`src/rtl/disp_arbiter.sv`:
```
// disp_arbiter
//   Shares one 8-digit display among three requesters. A requester that wins
//   arbitration keeps the display for at least HOLD_CYCLES clocks. After that
//   it keeps the display until another requester asks for it, or until it
//   drops its own request. Winners are chosen round-robin.
// Ports
//   clk        system clock, rising edge
//   reset_n    asynchronous active-low reset
//   req[2:0]   level requests, bit i = requester i
//   data0..2   32-bit display words, one per requester
//   grant[2:0] registered one-hot ownership, 3'b000 when idle
//   owner[1:0] index of the current owner, 2'd3 when idle
//   disp_data  registered word sent to the display chain
//   locked     high while the minimum hold period is running
module disp_arbiter #(
    parameter logic [31:0] HOLD_CYCLES  = 32'd50_000_000,
    parameter logic [31:0] DEFAULT_DATA = 32'h0000_0000
) (
    input  logic        clk,
    input  logic        reset_n,
    input  logic [2:0]  req,
    input  logic [31:0] data0,
    input  logic [31:0] data1,
    input  logic [31:0] data2,
    output logic [2:0]  grant,
    output logic [1:0]  owner,
    output logic [31:0] disp_data,
    output logic        locked
);

    typedef enum logic [1:0] {
        IDLE = 2'd0,
        HOLD = 2'd1,
        OWN  = 2'd2
    } state_t;

    localparam logic [1:0] NO_OWNER = 2'd3;

    state_t      state_r, state_s;
    logic [31:0] cnt_r, cnt_s;
    logic [1:0]  last_owner_r, last_owner_s;
    logic [2:0]  grant_r, grant_s;
    logic [1:0]  owner_r, owner_s;
    logic [31:0] disp_data_r, disp_data_s;
    logic        locked_r, locked_s;
    logic [1:0]  idle_pick_s;
    logic [1:0]  preempt_pick_s;
    logic        take_s;
    logic [1:0]  take_idx_s;

    // Round-robin search that starts just after 'last' and wraps.
    // Returns NO_OWNER when no bit of 'r' is set.
    function automatic logic [1:0] rr_pick(input logic [2:0] r, input logic [1:0] last);
        logic [1:0] pick;
        pick = NO_OWNER;
        case (last)
            2'd0: begin
                if (r[1])      pick = 2'd1;
                else if (r[2]) pick = 2'd2;
                else if (r[0]) pick = 2'd0;
                else           pick = NO_OWNER;
            end
            2'd1: begin
                if (r[2])      pick = 2'd2;
                else if (r[0]) pick = 2'd0;
                else if (r[1]) pick = 2'd1;
                else           pick = NO_OWNER;
            end
            default: begin
                if (r[0])      pick = 2'd0;
                else if (r[1]) pick = 2'd1;
                else if (r[2]) pick = 2'd2;
                else           pick = NO_OWNER;
            end
        endcase
        return pick;
    endfunction

    // Index to one-hot grant vector; an out-of-range index means no grant.
    function automatic logic [2:0] to_onehot(input logic [1:0] idx);
        logic [2:0] oh;
        case (idx)
            2'd0:    oh = 3'b001;
            2'd1:    oh = 3'b010;
            2'd2:    oh = 3'b100;
            default: oh = 3'b000;
        endcase
        return oh;
    endfunction

    // Word belonging to the requester at 'idx'; DEFAULT_DATA when nobody owns the display.
    function automatic logic [31:0] sel_data(input logic [1:0] idx, input logic [31:0] d0,
                                             input logic [31:0] d1, input logic [31:0] d2);
        logic [31:0] d;
        case (idx)
            2'd0:    d = d0;
            2'd1:    d = d1;
            2'd2:    d = d2;
            default: d = DEFAULT_DATA;
        endcase
        return d;
    endfunction

    // Candidate winners: any requester from IDLE, only non-owners from OWN.
    // In OWN the last owner is the current owner, so the search starts at owner+1.
    always_comb begin
        idle_pick_s    = rr_pick(req, last_owner_r);
        preempt_pick_s = rr_pick(req & ~grant_r, last_owner_r);
    end

    // Next-state and next-output logic.
    always_comb begin
        state_s      = state_r;
        cnt_s        = cnt_r;
        last_owner_s = last_owner_r;
        grant_s      = grant_r;
        owner_s      = owner_r;
        disp_data_s  = disp_data_r;
        locked_s     = locked_r;
        take_s       = 1'b0;
        take_idx_s   = NO_OWNER;

        case (state_r)
            IDLE: begin
                grant_s     = 3'b000;
                owner_s     = NO_OWNER;
                locked_s    = 1'b0;
                disp_data_s = DEFAULT_DATA;
                cnt_s       = 32'd0;
                if (idle_pick_s != NO_OWNER) begin
                    take_s     = 1'b1;
                    take_idx_s = idle_pick_s;
                end else begin
                    take_s     = 1'b0;
                end
            end
            HOLD: begin
                // Requests are ignored until the hold period expires.
                disp_data_s = sel_data(owner_r, data0, data1, data2);
                if (cnt_r >= HOLD_CYCLES) begin
                    state_s  = OWN;
                    locked_s = 1'b0;
                end else begin
                    cnt_s    = cnt_r + 32'd1;
                end
            end
            OWN: begin
                // Pre-emption by another requester wins over release.
                if (preempt_pick_s != NO_OWNER) begin
                    take_s     = 1'b1;
                    take_idx_s = preempt_pick_s;
                end else if ((req & grant_r) != 3'b000) begin
                    disp_data_s = sel_data(owner_r, data0, data1, data2);
                end else begin
                    state_s     = IDLE;
                    grant_s     = 3'b000;
                    owner_s     = NO_OWNER;
                    locked_s    = 1'b0;
                    disp_data_s = DEFAULT_DATA;
                    cnt_s       = 32'd0;
                end
            end
            default: begin
                state_s     = IDLE;
                grant_s     = 3'b000;
                owner_s     = NO_OWNER;
                locked_s    = 1'b0;
                disp_data_s = DEFAULT_DATA;
                cnt_s       = 32'd0;
            end
        endcase

        // A new grant starts HOLD; the grant cycle itself is hold cycle 1.
        if (take_s) begin
            state_s      = HOLD;
            cnt_s        = 32'd1;
            last_owner_s = take_idx_s;
            grant_s      = to_onehot(take_idx_s);
            owner_s      = take_idx_s;
            locked_s     = 1'b1;
            disp_data_s  = sel_data(take_idx_s, data0, data1, data2);
        end else begin
            last_owner_s = last_owner_s;
        end
    end

    // State and output registers; reset leaves requester 0 first in line.
    always_ff @(posedge clk or negedge reset_n) begin
        if (!reset_n) begin
            state_r      <= IDLE;
            cnt_r        <= 32'd0;
            last_owner_r <= 2'd2;
            grant_r      <= 3'b000;
            owner_r      <= NO_OWNER;
            disp_data_r  <= DEFAULT_DATA;
            locked_r     <= 1'b0;
        end else begin
            state_r      <= state_s;
            cnt_r        <= cnt_s;
            last_owner_r <= last_owner_s;
            grant_r      <= grant_s;
            owner_r      <= owner_s;
            disp_data_r  <= disp_data_s;
            locked_r     <= locked_s;
        end
    end

    assign grant     = grant_r;
    assign owner     = owner_r;
    assign disp_data = disp_data_r;
    assign locked    = locked_r;

endmodule

```
`config.mk`:
```
export PLATFORM = sky130hd
export DESIGN_NAME = disp_arbiter
export DESIGN_NICKNAME = d
export VERILOG_FILES = /design/src/rtl/disp_arbiter.sv
export SDC_FILE = /design/constraint.sdc
export NUM_CORES = 1
export LEC_CHECK = 0
export ABC_AREA = 1
export ABC_CLOCK_PERIOD_IN_PS = 4070
export CORE_ASPECT_RATIO = 1.75
export CORE_MARGIN = 2
export CORE_UTILIZATION = 35
export DETAILED_ROUTE_END_ITERATION = 6
export PLACE_DENSITY = 0.7
export SYNTH_ARGS = -nofsm -noshare
export SYNTH_HDL_FRONTEND = slang
export SYNTH_SLANG_ARGS = --single-unit
export TNS_END_PERCENT = 100
```
`constraint.sdc`:
```
create_clock -name clk -period 4.07 [get_ports clk]
set_input_delay 0.407 -clock clk [delete_from_list [all_inputs] [get_ports clk]]
set_output_delay 0.407 -clock clk [all_outputs]
set_load 0.01 [all_outputs]
```
==> impl_summary.md, run 1 <==
Outcome
The run finished with clean final reports.

Yosys
The dominant register cell in the synthesized netlist is dfrtp_1. The count of state elements after synthesis is between 70 and 80. Of the post-synthesis cell area, the dominant cell type holds 0.3284. Ranked by total cell area, the synthesized netlist is headed by dfrtp_1 (33%), nand2_1 (24%), nand3_1 (13%). The post-synthesis area per instance is between 6 and 7 um^2. The count of flip-flops with a built-in enable after synthesis is 0.

The share of the yosys chip area belonging to registers is 0.3430. The fraction of synthesis flops using an asynchronous set or reset pin is 1.000. The Yosys step of the flow raised 0 warnings. The library cell occupying the most area in the post-synthesis netlist is dfrtp_1. After synthesis, the netlist uses 32 different library cells.

The number of nets handed over by synthesis was between 900 and 1000. The cell count after synthesis is ~860. The synthesized cell area is 5410 um^2.

Cells and area
The total number of nets in the final design is between 1000 and 1500. The layout-stage area growth over the synthesis result is 33.51%. The fraction of final layout cells with drive strength greater than 1 is 0.05386. The number of standard cells in the layout, taps in and fillers out is around 1200. The number of diodes added for antenna fixing is 0.

Setup path
The worst setup path is captured at a flop. Among the stages of the critical path, the cell type that occurs most often is nand2_1. The critical setup path kind is flop to flop.

The slowest stage cell on the critical path is buf_4. The data required time of the worst path is 4280 ps. Of all nets on the critical path, the largest fanout is 51. The sort of element at the start of the critical path is a flop. STA puts the critical path data arrival time at 2630 ps. The largest stage delay on the critical path is a little over 500 ps.

Walking the worst path, the cells encountered are inv_1 -> ha_1 -> or2_2 -> nand2_1 -> a21oi_4 -> buf_4 -> nor2_4 -> nand2_1 -> nand4_1.

Routing
After the first detailed-routing iteration, the DRC count stood at 355. After detailed routing, the number of remaining DRC violations is 0. The post-detailed-route count of antenna-violating nets is 0. In the routed layout, each cell is associated on average with a via count of 5.280. The per-cell routed wire length is around 16 um. The count of TritonRoute iterations in the first routing pass is 5.

The via total after detailed routing is just over 6000. The final layout contains routed wiring with a total length of 18220 um.

Floorplanning
The die covers 16510 um^2. The floorplan step defined a core boundary enclosing 15240 um^2. roughly 140 I/O pins were placed. The initial core utilization is 0.3550.

The floorplan row count is 60. The horizontal extent of the die is 97.99 um. The die is roughly 170 um tall.

Clock tree
Clock tree synthesis selected as its root buffer the cell clkbuf_16. For the worst-skew pair, the clock arrives at the later sink with an insertion delay of approximately 340 ps. The post-cts resize count is 0. CTS built an H-tree with a depth of 3. In this run the deepest clock path goes through 2 buffers. The CTS tree is yes. After clock tree synthesis, the clock-pin slew on the worst setup and hold paths is approximately 70 ps. The buffers inserted during post-CTS setup optimization is 0. Clock tree synthesis inserted a total of 9 buffers.

The number of buffers inserted by hold repair at cts is 0. The tree built by TritonCTS fans out to between 70 and 80 sinks.

Timing
The final number of hold-violating endpoints was 0. The number of max-slew violations in the final report is 0. Setup repair after global routing left no endpoint under its margin. The worst slew margin relative to its limit is 0.2549. Dividing the final minimum period by the clock period gives 0.5937. The final worst clock skew is 10.76 ps. The top achievable clock speed is 0.4139 GHz. The clock period could shrink to around 2400 ps. For the pin with the worst max-slew slack, the measured transition is 1116 ps. Setup violations remaining at the end of the flow were counted as 0. The summed negative setup slack over all endpoints is 0 ps.

Hold path
The worst hold-check path type is input pin to asynchronous set/reset pin.

GRT
The global-route usage over all layers is 0.2220. The number of antenna violations at the first check in global routing is 0. The pin count of the biggest net entering global routing is 75.

The number of global-route vias before repair came to around 5900. The first-pass GRT wire length is a little under 30000 um. For this run the aggregate overflow at the end of global routing stands at 0.

Placed design
At the end of routability-driven placement, the weighted congestion stood at slightly above 0.9. The half-perimeter wire length after placement is ~13000 um. The number of placed instances, taps included, is roughly 1200. The number of port buffers is between 100 and 150.

Power
Summed over all cells, the static leakage comes to approximately 3.2 nW. In this run the power density over the cells is 623.4 nW/um^2. The design draws approximately 4.5 mW.

VDD sags by at most approximately 0.36 mV.

Run
Across the run, the number of max-cap violations was 0.
==> report_power, final <==
| group | total [mW] | leakage (nW) | switching [mW] | internal, mW |
|---|---|---|---|---|
| clock | 0.870 | 0.153 | 0.330 | 0.539 |
| combinational | 2.55 | 2.06 | 1.65 | 0.904 |
| sequential | 1.08 | 0.970 | 0.126 | 0.956 |
==> metal layers <==
| layer | track usage | part of all wire | vias up |
|---|---|---|---|
| li1 | - | - | 3018 |
| met1 | 0.2408 | 0.35 | 2873 |
| met2 | 0.4086 | 0.54 | 238 |
| met3 | 0.03757 | 0.058 | 49 |
| met4 | 0.1135 | 0.044 | 0 |
| met5 | 0 | 0 | - |
==> cell usage in the layout, fill, tap and decap left out, types with 9 or more instances in the layout <==
master             n
buf_4             10
clkbuf_16          9
clkdlybuf4s50_1  137
dfrtp_1           71
inv_1             43
nand2_1          352
nand3_1          141
nand3b_1           9
nand4_1           41
nor2_1            99
==> kinds of logic after synthesis <==
logic type	after synthesis	share of synthesized area
buffers and inverters	90	0.07169
AO/OA/AOI/OAI	22	0.02752
adder cells (fa/ha/maj)	5	0.01156
XOR/XNOR	11	0.01781
flip-flops	74	0.3430
AND/OR/NAND/NOR	660	0.5284
==> synth_stat cells, types with 3 or more instances <==
cell,instances
clkbuf_1,25
inv_1,43
dfrtp_1,71
ha_1,5
dfstp_2,3
nand3b_1,9
nand2_1,352
xor2_1,7
o21bai_1,4
nor2_4,3
a21oi_1,6
nand4_1,41
buf_6,4
buf_2,10
o21ai_0,7
nor2_1,102
inv_2,6
nand3_1,141
nand2_2,3
xnor2_1,4
==> through the flow <==
step	setup slack, ps	instance area (um^2)	util	hold WS (ps)
finish	1654	7223	0.4740	186.3
CTS	1668	7223	0.4740	261.4
floorplan	2306	5410	-	111.4
global route	1480	7223	0.4740	293.7
detailed placement	1356	6904	0.4530	477.0
global placement	1394	6904	0.4530	458.6
==> registers in the layout, summed over array words and instances, names as in the netlist <==
signal / flops
last_owner_r: 2
state_r: 2
cnt_r: 32
disp_data: 32
owner: 2
locked: 1
grant: 3
==> layout make-up <==
class                   instances  area, um^2
flip-flops and latches         74        1856
repair buffers                147        1446
well taps                     186       232.7
clock buffers                  10       229.0
multi-input cells             698        3186
fillers                      1580        8016
inverters                      49       183.9
clock inverters                 6       90.09
==> critical path, delay by kind of cell (launching register included) <==
family          cells  cell delay (ps)
simple gates        5              750
buf+inv             2              590
flops               1              400
fa+ha+maj           1              380
compound gates      1              140
==> final timing paths <==
| kind | startpoint | endpoint | slack (ps) | cells past startpoint |
|---|---|---|---|---|
| max in group asynchronous | reset_n | cnt_r[21] | 3190 | 1 |
| min in group clk | cnt_r[25] | cnt_r[25] | 480 | 2 |
| setup / recovery | state_r[0] | disp_data[20] | 1650 | 9 |
| setup reg to reg | state_r[0] | disp_data[20] | 1650 | 9 |
| hold / removal | reset_n | disp_data[5] | 190 | 1 |
| hold reg to reg | cnt_r[25] | cnt_r[25] | 480 | 2 |
(Power assumes the default switching activity.)
==> run 2, diff against run 1 <==
--- a/config.mk
+++ b/config.mk
@@ -6,12 +6,12 @@
 export NUM_CORES = 1
 export LEC_CHECK = 0
 export ABC_AREA = 1
-export ABC_CLOCK_PERIOD_IN_PS = 4070
+export ABC_CLOCK_PERIOD_IN_PS = 2000
 export CORE_ASPECT_RATIO = 1.75
 export CORE_MARGIN = 2
 export CORE_UTILIZATION = 35
 export DETAILED_ROUTE_END_ITERATION = 6
-export PLACE_DENSITY = 0.7
+export PLACE_DENSITY = 0.73
 export SYNTH_ARGS = -nofsm -noshare
 export SYNTH_HDL_FRONTEND = slang
 export SYNTH_SLANG_ARGS = --single-unit
==> constraint.sdc (replaced) <==
create_clock -name clk -period 2 [get_ports clk]
set_input_delay 0.2 -clock clk [delete_from_list [all_inputs] [get_ports clk]]
set_output_delay 0.2 -clock clk [all_outputs]
set_load 0.01 [all_outputs]
==> impl_summary.md, run 2 (synthesized netlist as in run 1, its figures left out) <==
GRT
The met3 demand-to-capacity share in global routing is 0.02766 (was 0.03757). The number of global-route vias before repair was 6363 (was 5896). The global route total overflow is 0 (unchanged). The met2 global-route usage is 0.4172 (was 0.4086).

The number of antenna violations at the first check in global routing was 0 (unchanged). The met1 track demand over resource is 0.2383 (was 0.2408). The pin count of the biggest net entering global routing is 43 (was 75). The global-route usage over all layers is 0.2252 (was 0.2220). The global-route layer with the greatest usage is met2 (unchanged). The first-pass GRT wire length was 30260 um (was 29600 um).

Floorplanning
The die span in y came to 168.5 um (unchanged). The horizontal extent of the die is 97.99 um (unchanged). The placeable core region came to 15240 um^2 (unchanged).

The initial core utilization is 0.3550 (unchanged). The die footprint is 16510 um^2 (unchanged). The number of I/O pins is 139 (unchanged). The floorplan row count was 60 (unchanged).

Cells and area
The total number of nets in the final design is 1134 (was 1085). The most frequent standard cell in the layout excluding fill and tap cells is nand2_1 (unchanged). The layout-stage area growth over the synthesis result is 44.01% (was 33.51%). The number of filler cells placed in the layout is 1494 (was 1580).

Leading cell types in the layout, fill and taps excluded: nand2_1 (349), nand3_1 (140), clkdlybuf4s50_1 (137) (was nand2_1 (352), nand3_1 (141), clkdlybuf4s50_1 (137)). The fraction of final layout cells with drive strength greater than 1 was 0.1026 (was 0.05386). The utilization after layout is 0.5112 (was 0.4740). The number of diodes added for antenna fixing is 0 (unchanged).

The number of standard cells in the layout, taps in and fillers out is 1219 (was 1170).

Hold path
The worst hold-check path type is input pin to asynchronous set/reset pin (unchanged).

Clock tree
The sink count of the clock tree is 74 (unchanged). The maximum clock path buffer count came to 2 (unchanged). The root buffer selected by CTS is clkbuf_16 (unchanged). The CTS tree is yes (unchanged).

The deepest level of the CTS H-tree is 3 (unchanged). The CTS buffer count is 9 (unchanged). The source-to-sink clock delay at the later pin of the worst-skew pair is 340 ps (about the same). The clock transition at the registers of the reported paths is 70 ps (about the same).

Timing
The smallest setup slack after layout is 109.8 ps (was 1654 ps). The worst slew margin relative to its limit was 0.5450 (was 0.2549). The count of endpoints failing setup in the final report is 0 (unchanged). The slew at the pin closest to its max-slew limit is 680.8 ps (was 1116 ps). The portion of the clock cycle consumed by the worst path in the final layout is 0.9451 (was 0.5937). RSZ-0062 raised after global routing: false (unchanged). The number of max-slew violations in the final report came to 0 (unchanged). The clock period minus worst slack is 1890 ps (was 2416 ps). The top achievable clock speed came to 0.5291 GHz (was 0.4139 GHz). The final worst clock skew is 14.94 ps (was 10.76 ps). The final number of hold-violating endpoints is 0 (unchanged).

The summed negative setup slack over all endpoints is 0 ps (unchanged).

Placed design
The final estimated routing congestion in global placement is 0.9418 (was 0.9215). The half-perimeter wire length after placement came to 13660 um (was 13160 um). The worst setup timing slack at the placement stage came to -153.3 ps (was 1356 ps). The number of port buffers came to 138 (unchanged). The placed instance count came to 1197 (was 1154).

Setup path
The critical setup path kind is flop to flop (unchanged). The signal arrival time at the worst endpoint is 2090 ps (was 2630 ps). The sort of element at the start of the critical path is a flop (unchanged). The peak fanout along the critical path was 9 (was 51). The data required time of the worst path is 2200 ps (was 4280 ps). The type of destination of the critical path is a flop (unchanged).

Routing
The count of unresolved DRC violations after routing came to 0 (unchanged). The via density per instance came to 5.281 (was 5.280). The per-cell routed wire length is 15.15 um (was 15.57 um). The iteration-0 DRC count of the detailed router is 367 (was 355). The count of TritonRoute iterations in the first routing pass is 6 (was 5). The post-detailed-route count of antenna-violating nets is 0 (unchanged). The final wirelength is 18470 um (was 18220 um). The via total after detailed routing is 6437 (was 6178).

Power
The power density normalized to cell area is 1291 nW/um^2 (was 623.4 nW/um^2). The leakage power of the design came to 3.477 nW (was 3.183 nW). The total power of the final layout is 10.06 mW (was 4.503 mW). The maximum vdd ir drop is 0.8454 mV (was 0.3625 mV).

Run
The number of violations of the max-capacitance limit was 0 (unchanged).

Outcome
Result of the run: finished clean (unchanged).
-- run 2: cell count changes in the layout (fill, tap and decap cells not counted), moves of 2 or more --
cell and change:
bufinv_16 -2, nand2_2 +3, buf_4 +31, buf_6 +2, nand2_1 -3, buf_12 +13
-- run 2: metrics by stage --
| stage | hold WS, ps | area (um^2) |
|---|---|---|
| after CTS | 406.3 | 7709 |
| after global placement | 219.4 | 7377 |
| after floorplan | -95.59 | 5410 |
| final | 382.0 | 7791 |
| after detailed placement | 221.8 | 7377 |
| after global routing | 458.2 | 7791 |
-- run 2: worst paths after layout --
path	end	depth (start not counted)	slack [ps]	start
max in group asynchronous	cnt_r[9]	3	970	reset_n
worst max-delay path	disp_data[17]	10	110	state_r[1]
worst min-delay path	disp_data[2]	2	380	reset_n
worst max register to register	disp_data[17]	10	110	state_r[1]
worst min register to register	cnt_r[25]	2	480	cnt_r[25]
min in group clk	disp_data[27]	3	460	data0[27]
-- run 2: metal layers --
metal / wire length [um] / vias up
met5: 0 / -
met4: 1077 / 0
met2: 9794 / 298
met3: 935 / 74
met1: 6660 / 2956
li1: - / 3109
-- run 2: cell type report --
class,instances,area (um^2),share of cell area
repair buffers,196,2012,0.2582
multi-input cells,698,3218,0.4130
flip-flops and latches,74,1856,0.2382
inverters,49,183.9,0.02361
clock buffers,10,239.0,0.03067
clock inverters,6,50.05,0.006424
well taps,186,232.7,0.02987
-- run 2: timing repair --
item / 4_1_cts / 5_1_grt
gates resized for setup: 1 / 10
buffers inserted: 2 / 2
hold buffers: 1 / 0
pin swaps: 1 / 2
setup endpoints to repair: 18 / 17
gates cloned: 0 / 1
hold endpoints to repair: 36 / 0
-- run 2: critical path: stages (launching register included) --
cell and delay [ps]:
dfrtp_1 380, inv_1 70, ha_1 190, or2_2 340
nand2_1 120, a21oi_4 60, inv_2 210, nor2_4 70
buf_12 140, nand2_1 50, nand4_1 110
-- run 2: where the power goes --
part	switching (mW)	internal, mW	total, mW
logic	3.60	2.72	6.32
registers	0.233	1.95	2.18
clock network	0.670	0.889	1.56
total	4.50	5.56	10.1
==> run 3, diff against run 2 <==
--- a/config.mk
+++ b/config.mk
@@ -10,6 +10,7 @@
 export CORE_ASPECT_RATIO = 1.75
 export CORE_MARGIN = 2
 export CORE_UTILIZATION = 35
+export CTS_CLUSTER_SIZE = 12
 export DETAILED_ROUTE_END_ITERATION = 6
 export PLACE_DENSITY = 0.73
 export SYNTH_ARGS = -nofsm -noshare
==> results of run 3 <==
No change in the layout: final DEF, timing and power equal those of run 2.
